<file path="config.mk">
export PLATFORM = sky130hd
export DESIGN_NAME = cpu_mem_arbiter
export DESIGN_NICKNAME = d
export VERILOG_FILES = /design/src/rtl/cpu_mem_arbiter_pkg.sv /design/src/rtl/cpu_mem_wmask.sv /design/src/rtl/cpu_mem_arbiter.sv
export SDC_FILE = /design/constraint.sdc
export NUM_CORES = 1
export LEC_CHECK = 0
export ABC_AREA = 1
export BUFFER_PORTS_ARGS = -buffer_cell sky130_fd_sc_hd__clkbuf_2
export CAP_MARGIN = 5
export CORE_AREA = 3 3 101 103
export CTS_BUF_LIST = sky130_fd_sc_hd__clkbuf_4 sky130_fd_sc_hd__clkbuf_8
export CTS_CLUSTER_DIAMETER = 30
export DETAILED_ROUTE_END_ITERATION = 16
export DIE_AREA = 0 0 104 106
export MAX_ROUTING_LAYER = met4
export PLACE_DENSITY = 0.81
export SYNTH_ARGS = -nofsm -noshare
export SYNTH_HDL_FRONTEND = slang
export SYNTH_SLANG_ARGS = --single-unit
</file>
<file path="constraint.sdc">
create_clock -name clk -period 1.54 [get_ports clk]
set_clock_uncertainty 0.05 [all_clocks]
set_input_delay 0.231 -clock clk [delete_from_list [all_inputs] [get_ports clk]]
set_output_delay 0.231 -clock clk [all_outputs]
set_load 0.05 [all_outputs]
</file>
<file path="src/rtl/cpu_mem_arbiter_pkg.sv">
// Shared types and constants for the CPU iBus/dBus to single-port memory arbiter.
package cpu_mem_arbiter_pkg;

    typedef enum logic [1:0] {
        IDLE   = 2'd0,
        WAIT_I = 2'd1,
        WAIT_D = 2'd2
    } arbState_t;

    localparam logic [1:0] SIZE_BYTE = 2'd0;
    localparam logic [1:0] SIZE_HALF = 2'd1;
    localparam logic [1:0] SIZE_WORD = 2'd2;

    localparam logic [3:0] MASK_FULL    = 4'b1111;
    localparam logic [3:0] MASK_LO_HALF = 4'b0011;
    localparam logic [3:0] MASK_HI_HALF = 4'b1100;
    localparam logic [3:0] MASK_BYTE0   = 4'b0001;

endpackage

</file>
<file path="src/rtl/cpu_mem_wmask.sv">
// Byte-lane enable generation from access size and the low byte-address bits.
module cpu_mem_wmask
    import cpu_mem_arbiter_pkg::*;
(
    input  logic       fullWord,
    input  logic [1:0] size,
    input  logic [1:0] addrLo,
    output logic [3:0] mask
);

    // Fetches and all reads take the whole word; size 3 falls into the word case.
    always_comb begin
        mask = MASK_FULL;
        if (!fullWord) begin
            case (size)
                SIZE_BYTE: mask = MASK_BYTE0 << addrLo;
                SIZE_HALF: mask = addrLo[1] ? MASK_HI_HALF : MASK_LO_HALF;
                default:   mask = MASK_FULL;
            endcase
        end
    end

endmodule

</file>
<file path="src/rtl/cpu_mem_arbiter.sv">
// Merges iBus and dBus onto one memory port, dBus first, one read in flight.
// Optional out-of-range address trapping: CPU_MEM_ARB_ADDR_CHECK_EN.
module cpu_mem_arbiter
    import cpu_mem_arbiter_pkg::*;
#(
    parameter int MEM_BYTES = 131072,
    parameter int WADDR_W   = $clog2(MEM_BYTES) - 2
) (
    input  logic               clk,
    input  logic               reset,
    input  logic               iBus_cmd_valid,
    output logic               iBus_cmd_ready,
    input  logic [31:0]        iBus_cmd_payload_pc,
    output logic               iBus_rsp_valid,
    output logic               iBus_rsp_payload_error,
    output logic [31:0]        iBus_rsp_payload_inst,
    input  logic               dBus_cmd_valid,
    output logic               dBus_cmd_ready,
    input  logic               dBus_cmd_payload_wr,
    input  logic [31:0]        dBus_cmd_payload_address,
    input  logic [31:0]        dBus_cmd_payload_data,
    input  logic [1:0]         dBus_cmd_payload_size,
    output logic               dBus_rsp_ready,
    output logic               dBus_rsp_error,
    output logic [31:0]        dBus_rsp_data,
    output logic               mem_valid,
    input  logic               mem_ready,
    output logic               mem_wr,
    output logic [WADDR_W-1:0] mem_addr,
    output logic [31:0]        mem_wdata,
    output logic [3:0]         mem_wmask,
    input  logic               mem_rvalid,
    input  logic [31:0]        mem_rdata,
    input  logic               mem_err,
    output logic [1:0]         dbgState
);

    // Handshakes: a command moves when its cmd_valid and cmd_ready are both high
    // in the same cycle; the memory takes a request when mem_valid & mem_ready.
    // The requester holds valid and payload stable until ready is seen.

    arbState_t   state;
    logic        grantD;
    logic        grantI;
    logic        grantAny;
    logic        isWrite;
    logic        outOfRange;
    logic        accept;
    logic        xfer;
    logic [31:0] selAddr;
    logic [3:0]  selMask;
    logic        unusedAddrBits;

    always_comb begin
        grantD   = (state == IDLE) && dBus_cmd_valid;
        grantI   = (state == IDLE) && !dBus_cmd_valid && iBus_cmd_valid;
        grantAny = grantD || grantI;
        isWrite  = grantD && dBus_cmd_payload_wr;
        selAddr  = 32'd0;
        if (grantD)
            selAddr = dBus_cmd_payload_address;
        else if (grantI)
            selAddr = iBus_cmd_payload_pc;
    end

`ifdef CPU_MEM_ARB_ADDR_CHECK_EN
    assign outOfRange = grantAny && ({1'b0, selAddr} >= 33'(MEM_BYTES));
`else
    assign outOfRange = 1'b0;
`endif

    // Only consumed when the address check is built in; otherwise memory aliases.
    assign unusedAddrBits = ^selAddr[31:WADDR_W+2];

    cpu_mem_wmask uWmask (
        .fullWord (!isWrite),
        .size     (dBus_cmd_payload_size),
        .addrLo   (selAddr[1:0]),
        .mask     (selMask)
    );

    assign mem_valid = grantAny && !outOfRange;
    assign mem_wr    = isWrite && !outOfRange;
    assign mem_addr  = selAddr[WADDR_W+1:2];
    assign mem_wdata = grantD ? dBus_cmd_payload_data : 32'd0;
    assign mem_wmask = grantAny ? selMask : 4'd0;
    assign xfer      = mem_valid && mem_ready;

    // Trapped requests never reach memory, so they complete without mem_ready.
    assign accept         = outOfRange || mem_ready;
    assign iBus_cmd_ready = grantI && accept;
    assign dBus_cmd_ready = grantD && accept;
    assign dbgState       = state;

    always_ff @(posedge clk) begin
        if (reset) begin
            state                  <= IDLE;
            iBus_rsp_valid         <= 1'b0;
            iBus_rsp_payload_error <= 1'b0;
            iBus_rsp_payload_inst  <= 32'd0;
            dBus_rsp_ready         <= 1'b0;
            dBus_rsp_error         <= 1'b0;
            dBus_rsp_data          <= 32'd0;
        end else begin
            iBus_rsp_valid <= 1'b0;
            dBus_rsp_ready <= 1'b0;
            case (state)
                IDLE: begin
                    if (outOfRange && !isWrite) begin
                        if (grantD) begin
                            dBus_rsp_ready <= 1'b1;
                            dBus_rsp_error <= 1'b1;
                            dBus_rsp_data  <= 32'd0;
                        end else begin
                            iBus_rsp_valid         <= 1'b1;
                            iBus_rsp_payload_error <= 1'b1;
                            iBus_rsp_payload_inst  <= 32'd0;
                        end
                    end else if (xfer && !isWrite) begin
                        state <= grantD ? WAIT_D : WAIT_I;
                    end
                end
                WAIT_I: begin
                    if (mem_rvalid) begin
                        iBus_rsp_valid         <= 1'b1;
                        iBus_rsp_payload_error <= mem_err;
                        iBus_rsp_payload_inst  <= mem_rdata;
                        state                  <= IDLE;
                    end
                end
                WAIT_D: begin
                    if (mem_rvalid) begin
                        dBus_rsp_ready <= 1'b1;
                        dBus_rsp_error <= mem_err;
                        dBus_rsp_data  <= mem_rdata;
                        state          <= IDLE;
                    end
                end
                default: state <= IDLE;
            endcase
        end
    end

endmodule

</file>
* Word level (Yosys, flattened, before mapping)
Cells that the tools add are included.
** Storage, ports and cells
- Logic and storage cells :: 46
- Input port bits :: 138
- Register bits after elaboration :: 70
- Output and inout bits :: 125
** Operators by class
- Bitwise logic cells :: 2
- Equal/unequal tests :: 5
- Multiplexer cells :: 12
- Reductions and logical operators :: 19
- Shift-type cells :: 1
** Operator list (count)
- 17-bit 2-to-1 mux :: 2
- 32-bit 2-to-1 mux :: 1
- 4-bit 2-to-1 mux :: 3
- 1-bit logical AND :: 8
- 4-bit one-hot mux with 2 select lines :: 1
- 2-bit 2-to-1 mux :: 3
- 2-bit AND reduction :: 3
- 2-bit OR reduction :: 3
- 2-bit by 1-bit == test with 1-bit output, second input constant :: 2
- 2-bit logical NOT :: 2
- 2-bit by 1-bit inequality test with 1-bit output, second input constant :: 2
- 2-bit one-hot mux with 2 select lines :: 1
- 1-bit by 2-bit left shift with 4-bit output, first input constant :: 1
- 2-bit == test, second input constant :: 1
- 1-bit logical NOT :: 2
- 1-bit NOT :: 2
- 1-bit logical OR :: 1
- 1-bit 2-to-1 mux :: 1

* Logic depth before layout (Yosys ltp)
- Word-level depth :: 9
- Depth in mapped cells :: 8
- Depth with buffers taken out :: 8

* By module
From an unflattened synthesis, not the netlist that was laid out.
** Unflattened totals
- Cell total of the unflattened synthesis :: 447
- Area, all modules :: 3130.5 µm²
** Modules (own cells, without submodules)
- cpu_mem_arbiter :: seq. area each 1401.3 µm², cells each 435, area an instance 3078.0 µm², instances 1
- cpu_mem_wmask :: seq. area each 0.0 µm², cells each 12, area an instance 52.6 µm², instances 1

* Worst setup path before layout
Ideal clock, no wire load.
- Path kind :: register -> output
- Start :: register state[0], in the netlist dbgState[0]
- End :: output port mem_addr[10]
- Buffers on the path :: 1
- Slack :: -1075 ps
- Data required time :: 1259 ps
- Cell stages (with the launch flop) :: 6
- Arrival time :: 2334 ps
- Cell sequence :: dfxtp_1 inv_1 ha_1 nand3_1 clkbuf_1 o21ai_0
** On the way
- Longest elaborated chain between the ends :: 5
- Elaborated cells between the ends (all ways) :: 6
- Classes of those cells :: mux: 2; reduce/logical: 4
** RTL lines
- from (decl) :: line cpu_mem_arbiter.sv:42 : arbState_t state;
- from (signal assigned) :: line cpu_mem_arbiter.sv:120 : state <= grantD ? WAIT_D : WAIT_I;
- 2-bit logical NOT (*) :: line cpu_mem_arbiter.sv:55, cpu_mem_arbiter.sv:56
- 1-bit logical AND (2 in a row) :: line cpu_mem_arbiter.sv:56 : grantI = (state == IDLE) && !dBus_cmd_valid && iBus_cmd_valid;
- 17-bit 2-to-1 mux :: line cpu_mem_arbiter.sv:62 : else if (grantI)
- 17-bit 2-to-1 mux (*) :: line cpu_mem_arbiter.sv:60 : if (grantD)
- to (decl) :: line cpu_mem_arbiter.sv:29 : output logic [WADDR_W-1:0] mem_addr,
Mark *: on every way between the ends. The rest lies on a longest branch, timed or not.

* Worst setup path in the final report
- Start :: register state[1], in the netlist dbgState[1]
- End :: output port mem_wmask[1]
** On the way
- Longest elaborated chain between the ends :: 9
- Elaborated cells between the ends (all ways) :: 13
- Classes of those cells :: shift: 1; mux: 6; reduce/logical: 6
** RTL lines
- 2-bit logical NOT (*) :: line cpu_mem_arbiter.sv:55, cpu_mem_arbiter.sv:56
- 1-bit logical AND (2 in a row) :: line cpu_mem_arbiter.sv:56
- 17-bit 2-to-1 mux :: line cpu_mem_arbiter.sv:62
- 17-bit 2-to-1 mux :: line cpu_mem_arbiter.sv:60
- 4-bit 2-to-1 mux or 1-bit by 2-bit left shift with 4-bit output (tied branches) :: line cpu_mem_wmask.sv:17, cpu_mem_wmask.sv:16
- 4-bit one-hot mux with 2 select lines :: line cpu_mem_wmask.sv:15 : case (size)
- 4-bit 2-to-1 mux :: line cpu_mem_wmask.sv:14 : if (!fullWord) begin
- 4-bit 2-to-1 mux (*) :: line cpu_mem_arbiter.sv:86 : assign mem_wmask = grantAny ? selMask : 4'd0;
- to (decl) :: line cpu_mem_arbiter.sv:31 : output logic [3:0] mem_wmask,
Marks and branches as above.

==> results_dict.tcl <==
set metrics [dict create \
    ys_types 20 \
    outcome "complete, but fails checks" \
    arrival_ns 1.94 \
    critical-path-top-delay-family "buffers and inverters" \
    rr_worst_depth 13 \
    cp_num_cells 9 \
    rrSetupSlack_ns -0.37 \
    gp_congestion 0.802 \
    portBuffers 232 \
    syn_avg_cell_area_um2 6.68 \
    reg2reg_from "dbgState[1]" \
    grt_use_total_pct 24.3 \
    endpoint_kind "primary output" \
    yosys-mux-area-fraction_pct 0 \
    period_share_pct 144 \
    max_cap_viol_count 0 \
    hold_depth 2 \
    insertedDiodeCount 0 \
    antenna_found_initial 0 \
    ys_warn_count 0 \
    cts.path.max_buffers 2 \
    n_fill_cell 713 \
    path_common_cell "o21ai_4" \
    cts_buffers 9 \
    start_util_pct 32.9 \
    crit_buf_inv 4 \
    switchingPower_uw 5270 \
    r2r-end "dbgState[0]" \
    ys_ff_latch 70 \
    setup_viol 57 \
    ys.flop_type "dfxtp_1" \
    drt-met1-wl_um 5170 \
    dpl.cell_count 824 \
    critPathKind "reg2out" \
    wl_met3_um 1100 \
    final_cells 854 \
    vias_per_cell 4.74 \
    synth_area_um2 3050 \
    dr.first_iter.drc_count 162 \
    die_x_um 104 \
    route.final.wire_length_um 14200 \
    firstDrtPassIters 4 \
    yosysSeqAreaShare_pct 45.9 \
    cpPeakStageDelay_ns 0.35 \
    cts_root_buffer "clkbuf_8" \
    io_pins 263 \
    dr_wl_met2_um 7250 \
    peakVddDrop_mv 1.12 \
    drtAntennaViolNets 0 \
    p_sw_share_pct 48.7 \
    slowest_stage "dfxtp_4" \
    rsz0062_at_grt "yes" \
    multi_input_area_um2 1930 \
    synth_compound_area_share_pct 14.6 \
    fmax_ghz 0.451 \
    synth-xor-area-share_pct 0 \
    routed.top_layer "met4" \
    layout.area.seq_um2 1410 \
    tns_ns -26.87 \
    htree_levels 3 \
    num_rows 35 \
    clock_sinks 70 \
    dieArea_um2 11000 \
    grt_start_max_net_pins 59 \
    syn_to_final_growth_pct 108 \
    clk_pin_slew_ns 0.08 \
    vias 4044 \
    detailed_place_hpwl_um 9140 \
    power_frac_clock_pct 14.0 \
    p_leak_uw 0.00307 \
    die-height_um 106 \
    clock_latency_ns 0.33 \
    grt_pass1_vias 3967 \
    grt_pass1_wl_um 20600 \
    start_kind "flop" \
    power_frac_seq_pct 22.0 \
    combinationalPowerShare_pct 64.0 \
    synth_top_family_by_area "simple AND/OR/NAND/NOR gates" \
    coreArea_um2 9280 \
    cts_tree "built" \
    worst-path-max-fanout 4 \
    power.density_nw_per_um2 1700 \
    timing.hold.ws_ns 0.0471 \
    hold_viol 0 \
    final_cell_mix "177 x clkbuf_2, 136 x nor2_1, 68 x dfxtp_1" \
    violations "setup timing" \
    cp_data_required_time_ns 1.26 \
    drive_gt1_share_pct 52.7 \
    min_path_type "in2reg" \
    synth_adder_area_share_pct 1.23 \
    max_slew_margin_pct 78.3 \
    setup_ws_ns -0.678 \
    endpoint "mem_wmask[1]" \
    worstSetupStartpoint "dbgState[1]" \
    drcViolationCount 0 \
    synthCells 457 \
    path_cells "inv_4, ha_4, buf_4, nand3_1, o21ai_4, inv_2, o21ai_4, nor2_4, buf_8" \
    layout_min_cycle_time_ns 2.22 \
    synth_edf_count 0 \
    synth-async-reset-ratio_pct 0 \
    nets 861 \
    p_int_uw 5540 \
    grt_overflow 0 \
    synth-simple-area-share_pct 26.7 \
    avgRoutedWirePerCell_um 16.7 \
    final_common_cell "clkbuf_2" \
    drv_slew 0 \
    worst_pin_slew_ns 0.326 \
    synth_fp_nets 598 \
]
-- worst min path at each step --
| stage | from | slack, ns | endpoint |
|---|---|---|---|
| detailed placement | reset | 0.41 | dBus_rsp_ready |
| global placement | reset | 0.41 | dBus_rsp_ready |
| finish | reset | 0.05 | dBus_rsp_ready |
| global route | reset | 0.03 | dBus_rsp_ready |
| CTS | reset | 0.04 | dBus_rsp_ready |
| floorplan | reset | 0.25 | dBus_rsp_ready |
-- cells by family (layout without fill, tap and decap cells) --
group / Yosys count / in the layout
AO/OA/AOI/OAI: 89 / 89
adder cells (fa/ha/maj): 3 / 3
buffers and inverters: 89 / 357
flip-flops: 70 / 70
AND/OR/NAND/NOR: 206 / 206
-- final cells by class --
| cell class | instances | share of cell area, % |
|---|---|---|
| inverter | 62 | 3.78 |
| clock inverter | 6 | 1.08 |
| tap | 129 | 2.54 |
| clock buffer | 10 | 2.16 |
| timing repair buffer | 279 | 37.9 |
| sequential | 70 | 22.2 |
| multi-input combinational | 298 | 30.4 |
-- what timing repair did --
action / in CTS / in global routing
buffers inserted: 5 / 6
cloned: 1 / 3
endpoints found under the setup margin: 56 / 115
pin swaps: 4 / 9
resized for setup: 92 / 44
hold buffers: 0 / 0
-- per-layer routing --
layer	GRT usage (%)	up-vias
met2	40.9	205
met5	-	-
met1	24.9	1849
met3	7.95	47
li1	-	1943
met4	14.6	0
-- synthesized netlist by cell type (2+ instances only) --
master | count | share of area, %
nor2_1 | 174 | 21
o21ai_0 | 83 | 14
dfxtp_1 | 70 | 46
inv_1 | 62 | 7.6
nand3_1 | 19 | 3.1
clkbuf_1 | 16 | 2.0
nand2_1 | 7 | 0.86
buf_2 | 5 | 0.82
buf_1 | 3 | 0.37
ha_1 | 3 | 1.2
o21ai_1 | 3 | 0.49
a21oi_1 | 2 | 0.33
nor2_2 | 2 | 0.41
or2_1 | 2 | 0.41
-- registers in the layout, summed over array words and instances, names as in the netlist --
name	flops
iBus_rsp_payload_inst	32
iBus_rsp_valid	1
dBus_rsp_data	32
dbgState	2
iBus_rsp_payload_error	1
dBus_rsp_error	1
dBus_rsp_ready	1
-- metrics by stage --
step	total power, uW	util [%]	cell area [um^2]	setup slack (ns)
after global routing	11300	68.5	6360	-0.786
final	10800	68.5	6360	-0.678
after global placement	8160	59.1	5490	-0.282
after floorplan	6440	-	3670	-0.205
after CTS	10400	66.5	6170	-0.615
after detailed placement	8240	59.1	5490	-0.318
-- power groups by stage --
stage	Sequential [uW]	Combinational, uW	Clock [uW]
6_report	2380	6920	1520
5_1_grt	2410	7220	1650
4_1_cts	2380	6470	1560
3_5_place_dp	2420	5820	0
3_3_place_gp	2400	5760	0
2_1_floorplan	3650	2790	0
Note: power is estimated with default switching activity, not from simulation.
